===== config.mk =====
export PLATFORM = sky130hd
export DESIGN_NAME = transpose_ctrl
export DESIGN_NICKNAME = d
export VERILOG_FILES = /design/src/rtl/transpose_pkg.sv /design/src/rtl/transpose_out_fifo.sv /design/src/rtl/transpose_ctrl.sv
export SDC_FILE = /design/constraint.sdc
export NUM_CORES = 1
export LEC_CHECK = 0
export BUFFER_PORTS_ARGS = -buffer_cell sky130_fd_sc_hd__buf_2
export CORE_MARGIN = 2
export CORE_UTILIZATION = 53
export DETAILED_ROUTE_END_ITERATION = 7
export PLACE_DENSITY_LB_ADDON = 0.15
export SYNTH_ARGS = -nofsm -noshare
export SYNTH_HDL_FRONTEND = slang
export SYNTH_SLANG_ARGS = --single-unit

===== constraint.sdc =====
create_clock -name clk -period 9.5 [get_ports clk]
set_clock_uncertainty 0.1 [all_clocks]
set_input_delay 1.9 -clock clk [delete_from_list [all_inputs] [get_ports clk]]
set_output_delay 1.9 -clock clk [all_outputs]
set_load 0.02 [all_outputs]

===== src/rtl/transpose_pkg.sv =====
// Shared types and lane-index helpers for the tile transpose sequencer.
// Callers keep the low ADDR_WIDTH bits of the helper results, giving mod NUM_PE.
package transpose_pkg;

  typedef enum logic {
    ST_FILL,
    ST_DRAIN
  } state_e;

  localparam int unsigned IDX_W = 8;
  typedef logic [IDX_W-1:0] idx_t;

  function automatic idx_t rot_idx(input idx_t a, input idx_t b);
    return a + b;
  endfunction

  function automatic idx_t skew_idx(input idx_t a, input idx_t b);
    return a - b;
  endfunction

endpackage


===== src/rtl/transpose_out_fifo.sv =====
// Two-entry valid/ready column buffer; occupancy is exported for read throttling.
module transpose_out_fifo
  import transpose_pkg::*;
#(
  parameter int unsigned DATA_WIDTH = 16,
  parameter int unsigned NUM_PE     = 4
) (
  input  logic                  clk,
  input  logic                  rst,
  input  logic                  push_i,
  input  logic [DATA_WIDTH-1:0] push_data_i [0:NUM_PE-1],
  input  logic                  pop_i,
  output logic [DATA_WIDTH-1:0] head_o      [0:NUM_PE-1],
  output logic [1:0]            occ_o
);

  logic [DATA_WIDTH-1:0] mem_q [0:1][0:NUM_PE-1];
  logic                  wr_ptr_q;
  logic                  rd_ptr_q;
  logic [1:0]            occ_q, occ_d;
  logic                  push_ok, pop_ok;

  always_comb begin
    pop_ok  = pop_i && (occ_q != 2'd0);
    push_ok = push_i && ((occ_q != 2'd2) || pop_ok);
    occ_d   = occ_q;
    if (push_ok && !pop_ok) begin
      occ_d = occ_q + 2'd1;
    end else if (!push_ok && pop_ok) begin
      occ_d = occ_q - 2'd1;
    end
  end

  always_ff @(posedge clk) begin
    if (!rst) begin
      for (int unsigned i = 0; i < 2; i++) begin
        for (int unsigned j = 0; j < NUM_PE; j++) begin
          mem_q[i][j] <= '0;
        end
      end
      wr_ptr_q <= 1'b0;
      rd_ptr_q <= 1'b0;
      occ_q    <= '0;
    end else begin
      if (push_ok) begin
        mem_q[wr_ptr_q] <= push_data_i;
        wr_ptr_q        <= ~wr_ptr_q;
      end
      if (pop_ok) begin
        rd_ptr_q <= ~rd_ptr_q;
      end
      occ_q <= occ_d;
    end
  end

  assign head_o = mem_q[rd_ptr_q];
  assign occ_o  = occ_q;

endmodule


===== src/rtl/transpose_ctrl.sv =====
// Single-buffered NUM_PE x NUM_PE tile transposer: rows are written skewed
// across the banks, columns are read back conflict-free and un-rotated.
module transpose_ctrl
  import transpose_pkg::*;
#(
  parameter int unsigned DATA_WIDTH = 16,
  parameter int unsigned NUM_PE     = 4,
  parameter int unsigned ADDR_WIDTH = 2
) (
  input  logic                  clk,
  input  logic                  rst,
  input  logic                  in_valid,
  output logic                  in_ready,
  input  logic [DATA_WIDTH-1:0] in_data         [0:NUM_PE-1],
  output logic                  out_valid,
  input  logic                  out_ready,
  output logic [DATA_WIDTH-1:0] out_data        [0:NUM_PE-1],
  output logic                  tile_done,
  output logic                  bank_wen,
  output logic [ADDR_WIDTH-1:0] bank_write_addr [0:NUM_PE-1],
  output logic [DATA_WIDTH-1:0] bank_write_data [0:NUM_PE-1],
  output logic                  bank_ren,
  output logic [ADDR_WIDTH-1:0] bank_read_addr  [0:NUM_PE-1],
  input  logic [DATA_WIDTH-1:0] bank_read_data  [0:NUM_PE-1]
);

  if (ADDR_WIDTH != $clog2(NUM_PE)) begin : g_bad_addr_width
    $error("transpose_ctrl: ADDR_WIDTH must equal $clog2(NUM_PE)");
  end
  if ((NUM_PE < 2) || ((NUM_PE & (NUM_PE - 1)) != 0)) begin : g_bad_num_pe
    $error("transpose_ctrl: NUM_PE must be a power of two >= 2");
  end

  localparam logic [ADDR_WIDTH:0]   NUM_COLS = (ADDR_WIDTH + 1)'(NUM_PE);
  localparam logic [ADDR_WIDTH-1:0] LAST_IDX = ADDR_WIDTH'(NUM_PE - 1);

  state_e                state_q, state_d;
  logic [ADDR_WIDTH-1:0] row_cnt_q, row_cnt_d;
  logic [ADDR_WIDTH:0]   col_cnt_q, col_cnt_d;
  logic [ADDR_WIDTH-1:0] out_cnt_q, out_cnt_d;
  logic [ADDR_WIDTH-1:0] rd_col_q, rd_col_d;
  logic                  inflight_q, inflight_d;

  logic [DATA_WIDTH-1:0] fifo_push_data [0:NUM_PE-1];
  logic [DATA_WIDTH-1:0] fifo_head      [0:NUM_PE-1];
  logic [1:0]            fifo_occ;
  logic                  pop;
  logic [2:0]            busy, limit;
  logic [ADDR_WIDTH-1:0] ix;

  transpose_out_fifo #(
    .DATA_WIDTH(DATA_WIDTH),
    .NUM_PE    (NUM_PE)
  ) u_out_fifo (
    .clk        (clk),
    .rst        (rst),
    .push_i     (inflight_q),
    .push_data_i(fifo_push_data),
    .pop_i      (pop),
    .head_o     (fifo_head),
    .occ_o      (fifo_occ)
  );

  always_comb begin
    state_d    = state_q;
    row_cnt_d  = row_cnt_q;
    col_cnt_d  = col_cnt_q;
    out_cnt_d  = out_cnt_q;
    rd_col_d   = rd_col_q;
    inflight_d = 1'b0;
    in_ready   = 1'b0;
    bank_wen   = 1'b0;
    bank_ren   = 1'b0;
    tile_done  = 1'b0;
    out_valid  = 1'b0;
    pop        = 1'b0;
    ix         = '0;
    busy       = {1'b0, fifo_occ} + {2'b00, inflight_q};
    limit      = 3'd2;
    for (int unsigned b = 0; b < NUM_PE; b++) begin
      bank_write_addr[b] = '0;
      bank_write_data[b] = '0;
      bank_read_addr[b]  = '0;
      fifo_push_data[b]  = '0;
      out_data[b]        = '0;
    end

    if (rst) begin
      out_valid = (fifo_occ != 2'd0);
      pop       = out_valid && out_ready;
      for (int unsigned r = 0; r < NUM_PE; r++) begin
        out_data[r]       = fifo_head[r];
        ix                = ADDR_WIDTH'(rot_idx(idx_t'(rd_col_q), idx_t'(r)));
        fifo_push_data[r] = bank_read_data[ix];
      end

      unique case (state_q)
        ST_FILL: begin
          in_ready = 1'b1;
          if (in_valid) begin
            bank_wen  = 1'b1;
            row_cnt_d = row_cnt_q + 1'b1;
            for (int unsigned b = 0; b < NUM_PE; b++) begin
              ix                 = ADDR_WIDTH'(skew_idx(idx_t'(b), idx_t'(row_cnt_q)));
              bank_write_addr[b] = row_cnt_q;
              bank_write_data[b] = in_data[ix];
            end
            if (row_cnt_q == LAST_IDX) begin
              state_d = ST_DRAIN;
            end
          end
        end
        ST_DRAIN: begin
          // A slot freed by this cycle's pop is reusable now, keeping 1 column/cycle.
          if (pop) begin
            limit = 3'd3;
          end
          if ((col_cnt_q < NUM_COLS) && (busy < limit)) begin
            bank_ren   = 1'b1;
            inflight_d = 1'b1;
            rd_col_d   = col_cnt_q[ADDR_WIDTH-1:0];
            col_cnt_d  = col_cnt_q + 1'b1;
            for (int unsigned b = 0; b < NUM_PE; b++) begin
              bank_read_addr[b] = ADDR_WIDTH'(skew_idx(idx_t'(b),
                                    idx_t'(col_cnt_q[ADDR_WIDTH-1:0])));
            end
          end
          if (pop) begin
            out_cnt_d = out_cnt_q + 1'b1;
            if (out_cnt_q == LAST_IDX) begin
              tile_done = 1'b1;
              state_d   = ST_FILL;
              col_cnt_d = '0;
            end
          end
        end
        default: state_d = ST_FILL;
      endcase
    end
  end

  always_ff @(posedge clk) begin
    if (!rst) begin
      state_q    <= ST_FILL;
      row_cnt_q  <= '0;
      col_cnt_q  <= '0;
      out_cnt_q  <= '0;
      rd_col_q   <= '0;
      inflight_q <= 1'b0;
    end else begin
      state_q    <= state_d;
      row_cnt_q  <= row_cnt_d;
      col_cnt_q  <= col_cnt_d;
      out_cnt_q  <= out_cnt_d;
      rd_col_q   <= rd_col_d;
      inflight_q <= inflight_d;
    end
  end

endmodule


==> results.yml, run 1 <==
status:
  outcome: "finished, final reports clean"
worst_setup_path:
  worst_ep_required_time_ns: 7.50
  type_of_destination_of_the_critical_path: "output port"
  timing.rr.end: "u_out_fifo.mem_q[1][33]"
  cp_data_arrival_time_ns: 3.79
  reg2reg_setup_slack_ns: 6.10
  start_kind: "input pin"
  reg2reg_depth: 6
  startpoint_of_the_worst_slack_reg_to_reg_timing_path: "u_out_fifo.occ_o[0]"
  worstPathMaxFanout: 96
  worstSetupPathType: "in2out"
power_and_ir_drop:
  power.combinational.fraction_pct: 18.5
  switching_share_pct: 27.14
  clock_power_share_pct: 38.9
  worst_ir_drop_vdd_v: 0.0001354
  p_int_mw: 1.256
  power_density_mw_per_mm2: 146.0
  p_switching_mw: 0.4678
  power.sequential.fraction_pct: 42.6
  power_leakage_nw: 5.026
  finalPower_mw: 1.724
drt:
  route.detailed.wl_per_inst_um: 18.71
  drcViolationCount: 0
  detailedRoute.firstIterationViolations: 550
  postRouteAntennaNets: 0
  wl_met3_um: 1782
  post_drt_via_cell_ratio: 5.662
  met2RoutedLength_um: 12510
  drt-pass1-iter-count: 5
  met1_length_um: 11270
  routed-via-count: 7887
  drt_wl_total_um: 26070
  routed.top_layer: "met4"
synthesis:
  netlist_instances: 931
  yosys_reg_bits: 144
  top_area_cells_in_the_synthesized_netlist: "sky130_fd_sc_hd__edfxtp_1 39%, sky130_fd_sc_hd__mux4_2 15%, sky130_fd_sc_hd__mux2i_1 11%, sky130_fd_sc_hd__nand2_1 5.4%, sky130_fd_sc_hd__nor2_1 4.9%"
  syn-mean-instance-area_um2: 10.63
  synth_sequential_area_ratio_pct: 42.06
  synth-edff-count: 128
  netlist_area_pre_place_mm2: 0.009899
  yosys.area.top_type_share_pct: 38.83
  synth.most_common_cell: "sky130_fd_sc_hd__nand2_1"
  synth-warning-count: 0
  yosysTopAreaCell: "sky130_fd_sc_hd__edfxtp_1"
  yosys_most_used_dff: "sky130_fd_sc_hd__edfxtp_1"
  yosysUniqueCellTypes: 37
  synthesis.nets: 1071
  synthTopCellsByCount: "143 x sky130_fd_sc_hd__nand2_1, 129 x sky130_fd_sc_hd__nor2_1, 128 x sky130_fd_sc_hd__edfxtp_1"
  postSynth.asyncResetShare_pct: 0
die:
  die-width_um: 140.7
  dieHeight_um: 140.7
  initial_utilization_pct: 54.55
  die_area_mm2: 0.01979
  rows: 49
  io_pins: 281
  core_mm2: 0.01815
grt:
  antenna_found_initial: 0
  track_usage_pct: 25.82
  grt-ovfl-total: 0
  grt_start_max_net_pins: 97
  grt_pass1_vias: 7212
  global_route_wire_length_before_repair_um: 39900
worst_hold_path:
  min-delay-start: "out_cnt_q[1]"
  worstHoldPathType: "reg2reg"
  whs_endpoint: "out_cnt_q[1]"
  whs_path_depth: 2
placement:
  globalplace.congestion: 0.8797
  numPortBuffers: 280
  dpl.hpwl_um: 18560
cts:
  cts.htree.levels: 4
  cts_tree: "done"
  clockRootBuffer: "sky130_fd_sc_hd__clkbuf_16"
  cts_hold_repair.buffers: 0
  numClockSinks: 144
  clk_path_buf_depth: 2
  postCtsSetupRepairBufs: 0
  clkSlewWorstSetupHoldPaths_ns: 0.06
  insertion_delay_ns: 0.42
  cts-buffers-inserted: 17
  post_cts_resize_count: 0
sta:
  rsz0062_at_grt: "false"
  relSlewSlack_pct: 28.97
  drv_slew: 0
  max_clock_freq_mhz: 172.7
  setup-tns-final_ns: 0
  worst_hold_slack_ns: 0.3709
  worst_slew_pin_slew_ns: 1.065
  hold_violations: 0
  timing.final.setup_violations: 0
  post-route-period-util_pct: 60.94
  finalCriticalPeriod_ns: 5.789
finish:
  layout_net_count: 1291
  insertedDiodeCount: 0
  final_core_util_pct: 65.07
  area.growth.synth_to_final_pct: 19.29
  post_route_cells_drive_above_1_share_pct: 36.17
run:
  max-cap-violations: 0
metal layers:
layer  GRT usage (%)  vias to the layer above
met1           36.70                     3763
met5               0                        -
met2           41.16                      330
met3           4.688                       35
met4           7.105                        0
li1                -                     3759
layout by cell type, fill, tap and decap left out, drive strengths merged, types with 10 or more instances in the layout:
| cell type | count |
|---|---|
| and2 | 10 |
| and3 | 67 |
| buf | 290 |
| clkbuf | 17 |
| dfxtp | 16 |
| edfxtp | 128 |
| inv | 18 |
| mux2 | 16 |
| mux2i | 113 |
| mux4 | 64 |
| nand2 | 143 |
| nor2 | 137 |
| nor2b | 67 |
| o21ai | 38 |
final cells by class:
class                   count  area [um2]
fillers                  1488        6339
multi-input cells         687        5225
clock buffers              17       425.4
flip-flops and latches    144        4178
repair buffers            290        1479
well taps                 229       286.5
clock inverters            15       173.9
inverters                  11       41.29
worst max-delay path, stage by stage:
cell and delay, ns:
sky130_fd_sc_hd__buf_4 0.53, sky130_fd_sc_hd__buf_4 0.56, sky130_fd_sc_hd__and2_1 0.22, sky130_fd_sc_hd__nand3_1 0.15, sky130_fd_sc_hd__inv_1 0.12, sky130_fd_sc_hd__and2_1 0.12, sky130_fd_sc_hd__buf_2 0.15
per-stage QoR:
| step | setup slack (ns) | instance area [um2] | instances |
|---|---|---|---|
| 5_1_grt | 3.476 | 11810 | 1393 |
| 6_report | 3.711 | 11810 | 1393 |
| 3_5_place_dp | 3.680 | 11210 | 1361 |
| 3_3_place_gp | 3.727 | 11210 | 1361 |
| 2_1_floorplan | 1.984 | 9899 | 931 |
| 4_1_cts | 3.682 | 11810 | 1393 |
logic make-up (layout without fill, tap and decap cells):
| kind of cell | Yosys count | count (layout) | share of synthesized area, % |
|---|---|---|---|
| buffers and inverters | 100 | 333 | 5.435 |
| adder cells (fa/ha/maj) | 8 | 8 | 1.011 |
| XOR/XNOR | 6 | 6 | 0.5308 |
| AND/OR/NAND/NOR | 431 | 431 | 20.34 |
| AO/OA/AOI/OAI | 49 | 49 | 2.819 |
| multiplexers | 193 | 193 | 27.81 |
| flip-flops | 144 | 144 | 42.06 |
power by group through the flow:
stage | Combinational (mW) | Sequential [mW] | Clock, mW
floorplan | 0.238 | 0.729 | 0
global placement | 0.315 | 0.747 | 0
detailed placement | 0.318 | 0.749 | 0
CTS | 0.319 | 0.735 | 0.677
global route | 0.342 | 0.740 | 0.706
finish | 0.319 | 0.734 | 0.670
worst max path at each step:
stage / start / end / slack, ns
after floorplan: rst / u_out_fifo.mem_q[0][0] / 1.98
after global placement: rst / bank_read_addr[7] / 3.73
after detailed placement: rst / bank_read_addr[7] / 3.68
after CTS: rst / bank_read_addr[7] / 3.68
after global routing: rst / bank_read_addr[7] / 3.48
final: rst / bank_read_addr[7] / 3.71
flip-flops by register name, indices dropped and copies added (netlist names), named ones only:
register,cells
col_cnt_q,3
inflight_q,1
out_cnt_q,2
rd_col_q,2
row_cnt_q,2
state_q,1
u_out_fifo.mem_q,128
u_out_fifo.occ_o,2
u_out_fifo.rd_ptr_q,1
u_out_fifo.wr_ptr_q,1
Power figures use the tool's default switching activity.
==> inputs of run 2 (changes only) <==
--- a/config.mk
+++ b/config.mk
@@ -5,9 +5,10 @@
 export SDC_FILE = /design/constraint.sdc
 export NUM_CORES = 1
 export LEC_CHECK = 0
+export ABC_AREA = 1
 export BUFFER_PORTS_ARGS = -buffer_cell sky130_fd_sc_hd__buf_2
 export CORE_MARGIN = 2
-export CORE_UTILIZATION = 53
+export CORE_UTILIZATION = 48
 export DETAILED_ROUTE_END_ITERATION = 7
 export PLACE_DENSITY_LB_ADDON = 0.15
 export SYNTH_ARGS = -nofsm -noshare
==> constraint.sdc (replaced) <==
create_clock -name clk -period 5 [get_ports clk]
set_clock_uncertainty 0.1 [all_clocks]
set_input_delay 1 -clock clk [delete_from_list [all_inputs] [get_ports clk]]
set_output_delay 1 -clock clk [all_outputs]
set_load 0.02 [all_outputs]
==> results.yml, run 2 <==
sta:
  relSlewSlack_pct: 30.87
  drv_slew: 0
  post-route-worst-setup-slack_ns: 0.9419
  post-route-period-util_pct: 81.16
  finalCriticalPeriod_ns: 4.058
  rsz0062_at_grt: "false"
  timing.final.setup_violations: 0
  max_clock_freq_mhz: 246.4
  worst_slew_pin_slew_ns: 1.036
  setup-tns-final_ns: 0
  hold_violations: 0
grt:
  busiest_layer: "met2"
  global_route_wire_length_before_repair_um: 46350
  global_route.usage.met2_pct: 47.20
  grt-ovfl-total: 0
  grt_pass1_vias: 8747
  track_usage_pct: 27.82
  grt_start_max_net_pins: 81
  antenna_found_initial: 2
  grt.met3_usage_pct: 5.549
  grt_util_met1_pct: 35.37
die:
  rows: 51
  die_area_mm2: 0.02115
  dieHeight_um: 145.4
  io_pins: 281
  die-width_um: 145.4
  core_mm2: 0.01953
  initial_utilization_pct: 49.16
cts:
  cts_tree: "done"
  postCtsSetupRepairBufs: 0
  insertion_delay_ns: 0.42
  clk_path_buf_depth: 2
  clockRootBuffer: "sky130_fd_sc_hd__clkbuf_16"
  numClockSinks: 144
  cts.htree.levels: 4
  clkSlewWorstSetupHoldPaths_ns: 0.06
  cts_hold_repair.buffers: 0
  post_cts_resize_count: 0
  cts-buffers-inserted: 17
power_and_ir_drop:
  finalPower_mw: 3.421
  power_leakage_nw: 5.792
  worst_ir_drop_vdd_v: 0.0002116
  power_density_mw_per_mm2: 294.4
synthesis:
  netlist_instances: 1385
  netlist_area_pre_place_mm2: 0.009599
  synth_sequential_area_ratio_pct: 43.38
  postSynth.asyncResetShare_pct: 0
  syn-mean-instance-area_um2: 6.931
  synth.most_common_cell: "sky130_fd_sc_hd__nor2_1"
  yosysUniqueCellTypes: 27
  synthTopCellsByCount: "305 x sky130_fd_sc_hd__nor2_1, 295 x sky130_fd_sc_hd__nand2_1, 245 x sky130_fd_sc_hd__o21ai_0"
  yosys_most_used_dff: "sky130_fd_sc_hd__edfxtp_1"
  synth-warning-count: 0
  yosys.area.top_type_share_pct: 40.04
  yosys_reg_bits: 144
  synth-edff-count: 128
  synthesis.nets: 1525
  top_area_cells_in_the_synthesized_netlist: "sky130_fd_sc_hd__edfxtp_1 40%, sky130_fd_sc_hd__o21ai_0 13%, sky130_fd_sc_hd__nor2_1 12%, sky130_fd_sc_hd__nand2_1 12%, sky130_fd_sc_hd__inv_1 4.3%"
  yosysTopAreaCell: "sky130_fd_sc_hd__edfxtp_1"
finish:
  max_ffs_per_register: 128
  layout_net_count: 1733
  nFillCells: 1862
  final_core_util_pct: 59.50
  largest_register_by_flop_count: "u_out_fifo.mem_q"
  layout.cells.most_common: "sky130_fd_sc_hd__nor2_1"
  post_route_cells_drive_above_1_share_pct: 23.91
  area.growth.synth_to_final_pct: 21.04
  largest_regs: "u_out_fifo.mem_q: 128 flops, col_cnt_q: 3 flops"
  layout_common_cells: "305 x sky130_fd_sc_hd__nor2_1, 293 x sky130_fd_sc_hd__nand2_1, 280 x sky130_fd_sc_hd__buf_2, 245 x sky130_fd_sc_hd__o21ai_0, 128 x sky130_fd_sc_hd__edfxtp_1"
drt:
  routed-via-count: 9795
  drt-pass1-iter-count: 5
  drcViolationCount: 0
  post_drt_via_cell_ratio: 5.230
  drt_wl_total_um: 30210
  detailedRoute.firstIterationViolations: 697
  route.detailed.wl_per_inst_um: 16.13
  postRouteAntennaNets: 0
worst_hold_path:
  worstHoldPathType: "reg2reg"
worst_setup_path:
  cpPeakStageDelay_ns: 0.75
  start_kind: "flip-flop"
  timing.critical_path.cells: "ha_1 -> buf_4 -> inv_1 -> o21ai_0 -> a31oi_1 -> buf_2"
  worstPathMaxFanout: 34
  timing.critical_path.slowest_stage_cell: "sky130_fd_sc_hd__inv_1"
  worst_ep_required_time_ns: 3.90
  worstSetupPathType: "reg2out"
  cp_data_arrival_time_ns: 2.96
  type_of_destination_of_the_critical_path: "output port"
placement:
  numPortBuffers: 280
  globalplace.congestion: 0.9313
  dpl_worst_slack_ns: 1.061
  dpl.hpwl_um: 22280
status:
  outcome: "finished, final reports clean"
run:
  max-cap-violations: 0
-- run 2: changes by cell type after synthesis, moves of 19 or more --
cell,previous run,this run
sky130_fd_sc_hd__nor2_1,129,305
sky130_fd_sc_hd__mux2i_1,113,0
sky130_fd_sc_hd__inv_2,1,36
sky130_fd_sc_hd__mux4_2,64,0
sky130_fd_sc_hd__and3_1,67,0
sky130_fd_sc_hd__clkbuf_1,33,63
sky130_fd_sc_hd__a21oi_1,2,21
sky130_fd_sc_hd__nor3_1,0,44
sky130_fd_sc_hd__o21ai_1,0,27
sky130_fd_sc_hd__inv_1,10,109
sky130_fd_sc_hd__nand2_1,143,295
sky130_fd_sc_hd__o21ai_0,37,245
sky130_fd_sc_hd__nor2b_1,67,0
-- run 2: worst paths after layout --
kind | cells after the start | start | endpoint | slack (ns)
worst min-delay path | 2 | col_cnt_q[2] | col_cnt_q[2] | 0.38
worst min register to register | 2 | col_cnt_q[2] | col_cnt_q[2] | 0.38
worst max register to register | 4 | u_out_fifo.wr_ptr_q | u_out_fifo.mem_q[1][17] | 2.26
worst max-delay path | 6 | row_cnt_q[0] | bank_write_data[62] | 0.94
-- run 2: logic make-up after synthesis --
kind of cell             after synthesis  share of synthesized area [%]
adder cells (fa/ha/maj)                8                          1.043
XOR/XNOR                               5                         0.7301
AND/OR/NAND/NOR                      662                          27.25
AO/OA/AOI/OAI                        312                          16.71
buffers and inverters                254                          10.88
flip-flops                           144                          43.38
-- run 2: layout make-up --
cell class	instances	area [um2]	share of cell area, %
repair buffers	298	1549	13.33
multi-input cells	987	4395	37.83
clock buffers	17	425.4	3.661
diodes	2	5.005	0.04308
well taps	265	331.6	2.854
flip-flops and latches	144	4170	35.89
inverters	145	544.3	4.684
clock inverters	15	197.7	1.701
-- run 2: metrics by stage --
step	hold slack, ns	instance area [um2]	cells
global route	0.3929	11620	1873
detailed placement	0.3619	10990	1839
floorplan	0.3287	9599	1385
finish	0.3819	11620	1873
global placement	0.3399	10990	1839
CTS	0.3817	11610	1871
-- run 2: per-layer routing --
layer	routed length (um)	vias to the layer above
met5	0	-
met4	939	0
met3	2463	55
met2	14480	439
met1	12330	4424
li1	-	4877
-- run 2: where the power goes --
part	total (mW)	switching, mW	internal [mW]
sequential	1.37	0.0216	1.35
clock	1.34	0.536	0.802
combinational	0.712	0.507	0.205
-- run 2: worst max-delay path: cells and delay by family (launching register included) --
kind	cells	cell delay [ns]
compound gates	2	0.40
fa+ha+maj	1	0.31
buf+inv	3	1.18
flops	1	0.63
==> inputs of run 3 (changes only) <==
--- a/config.mk
+++ b/config.mk
@@ -5,7 +5,7 @@
 export SDC_FILE = /design/constraint.sdc
 export NUM_CORES = 1
 export LEC_CHECK = 0
-export ABC_AREA = 1
+export ABC_AREA = 0
 export BUFFER_PORTS_ARGS = -buffer_cell sky130_fd_sc_hd__buf_2
 export CORE_MARGIN = 2
 export CORE_UTILIZATION = 48
==> constraint.sdc (replaced) <==
create_clock -name clk -period 3.5 [get_ports clk]
set_clock_uncertainty 0.1 [all_clocks]
set_input_delay 0.7 -clock clk [delete_from_list [all_inputs] [get_ports clk]]
set_output_delay 0.7 -clock clk [all_outputs]
set_load 0.02 [all_outputs]
==> results.yml, run 3 (same netlist as run 1, synthesis figures left out) <==
cts:
  cts_tree: "done"
  post_cts_resize_count: 0
  postCtsSetupRepairBufs: 0
  clkSlewWorstSetupHoldPaths_ns: 0.06
  cts-buffers-inserted: 17
  clockRootBuffer: "sky130_fd_sc_hd__clkbuf_16"
  insertion_delay_ns: 0.42
  cts.htree.levels: 4
  clk_path_buf_depth: 2
  numClockSinks: 144
  cts_hold_repair.buffers: 0
die:
  die_area_mm2: 0.02179
  rows: 52
  io_pins: 281
  core_mm2: 0.02023
  initial_utilization_pct: 48.92
  die-width_um: 147.6
  dieHeight_um: 147.6
finish:
  layout_net_count: 1302
  largest_regs: "u_out_fifo.mem_q: 128 flops, col_cnt_q: 3 flops"
  layout.cells.most_common: "sky130_fd_sc_hd__buf_2"
  insertedDiodeCount: 0
  max_ffs_per_register: 128
  layout_common_cells: "279 x sky130_fd_sc_hd__buf_2, 142 x sky130_fd_sc_hd__nand2_1, 129 x sky130_fd_sc_hd__nor2_1, 128 x sky130_fd_sc_hd__edfxtp_1, 113 x sky130_fd_sc_hd__mux2i_1"
  post_route_cells_drive_above_1_share_pct: 36.68
  largest_register_by_flop_count: "u_out_fifo.mem_q"
  area.growth.synth_to_final_pct: 22.00
  fin_area_mm2: 0.01208
power_and_ir_drop:
  power_leakage_nw: 5.127
  worst_ir_drop_vdd_v: 0.0003948
  power_density_mw_per_mm2: 401.1
worst_hold_path:
  worstHoldPathType: "reg2reg"
  min-delay-start: "out_cnt_q[1]"
drt:
  detailedRoute.firstIterationViolations: 552
  postRouteAntennaNets: 0
  route.detailed.wl_per_inst_um: 18.60
  post_drt_via_cell_ratio: 5.536
  drcViolationCount: 0
  drt_wl_total_um: 26880
  routed-via-count: 8000
  drt-pass1-iter-count: 5
sta:
  setup-tns-final_ns: 0
  timing.final.setup_violations: 0
  relSlewSlack_pct: 33.02
  finalCriticalPeriod_ns: 3.075
  drv_slew: 0
  rsz0062_at_grt: "false"
  worst_slew_pin_slew_ns: 1.005
  hold_violations: 0
  post-route-period-util_pct: 87.87
  max_clock_freq_mhz: 325.2
grt:
  grt_start_max_net_pins: 112
  global_route_wire_length_before_repair_um: 40990
  grt_pass1_vias: 7337
  antenna_found_initial: 0
  grt-ovfl-total: 0
  track_usage_pct: 24.41
worst_setup_path:
  cp_data_arrival_time_ns: 2.28
  start_kind: "flip-flop"
  startpoint_of_the_worst_slack_reg_to_reg_timing_path: "u_out_fifo.occ_o[0]"
  setup.worst_path.start: "row_cnt_q[0]"
  type_of_destination_of_the_critical_path: "output port"
  worstPathMaxFanout: 18
  worstSetupPathType: "reg2out"
  worst_ep_required_time_ns: 2.70
placement:
  dpl.hpwl_um: 19290
  globalplace.congestion: 0.8316
  placedInstanceArea_mm2: 0.01144
  numPortBuffers: 280
run:
  max-cap-violations: 0
status:
  outcome: "finished, final reports clean"
## run 3: through the flow
| step | hold WS, ns | utilization (%) | setup WS (ns) | instances | power [mW] |
|---|---|---|---|---|---|
| CTS | 0.3781 | 59.69 | 0.4115 | 1445 | 4.869 |
| global placement | 0.3616 | 56.55 | 0.7127 | 1413 | 2.914 |
| finish | 0.3714 | 59.69 | 0.4247 | 1445 | 4.845 |
| detailed placement | 0.3692 | 56.55 | 0.7145 | 1413 | 2.925 |
| floorplan | 0.3472 | - | 0.1227 | 931 | 2.622 |
| global route | 0.4060 | 59.69 | 0.3036 | 1445 | 5.022 |
## run 3: critical path: stages (launching register included)
cell and delay (ns):
sky130_fd_sc_hd__dfxtp_4 0.41, sky130_fd_sc_hd__ha_1 0.31, sky130_fd_sc_hd__buf_4 0.27, sky130_fd_sc_hd__mux4_2 0.52, sky130_fd_sc_hd__and3_1 0.18, sky130_fd_sc_hd__buf_2 0.16
## run 3: final timing paths
kind | to | slack [ns] | depth (start not counted)
max | bank_write_data[63] | 0.42 | 5
min | out_cnt_q[1] | 0.37 | 2
max reg2reg | u_out_fifo.occ_o[1] | 1.23 | 6
min reg2reg | out_cnt_q[1] | 0.37 | 2
## run 3: cell type report
cell class                      count  area (um2)
Clock buffer                       19       432.9
Clock inverter                     13       201.4
Fill cell                        1751        8157
Inverter                           11       41.29
Multi-Input combinational cell    687        5225
Sequential cell                   144        4178
Tap cell                          270       337.8
Timing Repair Buffer              301        1662
## run 3: routing by layer
metal | global-route usage [%] | share of wire, % | wire length [um]
met4 | 6.298 | 1.4 | 386
met2 | 38.93 | 49 | 13060
met1 | 35.37 | 43 | 11650
met3 | 3.549 | 6.6 | 1780
met5 | 0 | 0 | 0
## run 3: power breakdown
part / switching, mW / total (mW) / internal (mW)
logic: 0.508 / 0.938 / 0.430
registers: 0.0274 / 1.95 / 1.92
clock network: 0.745 / 1.96 / 1.21
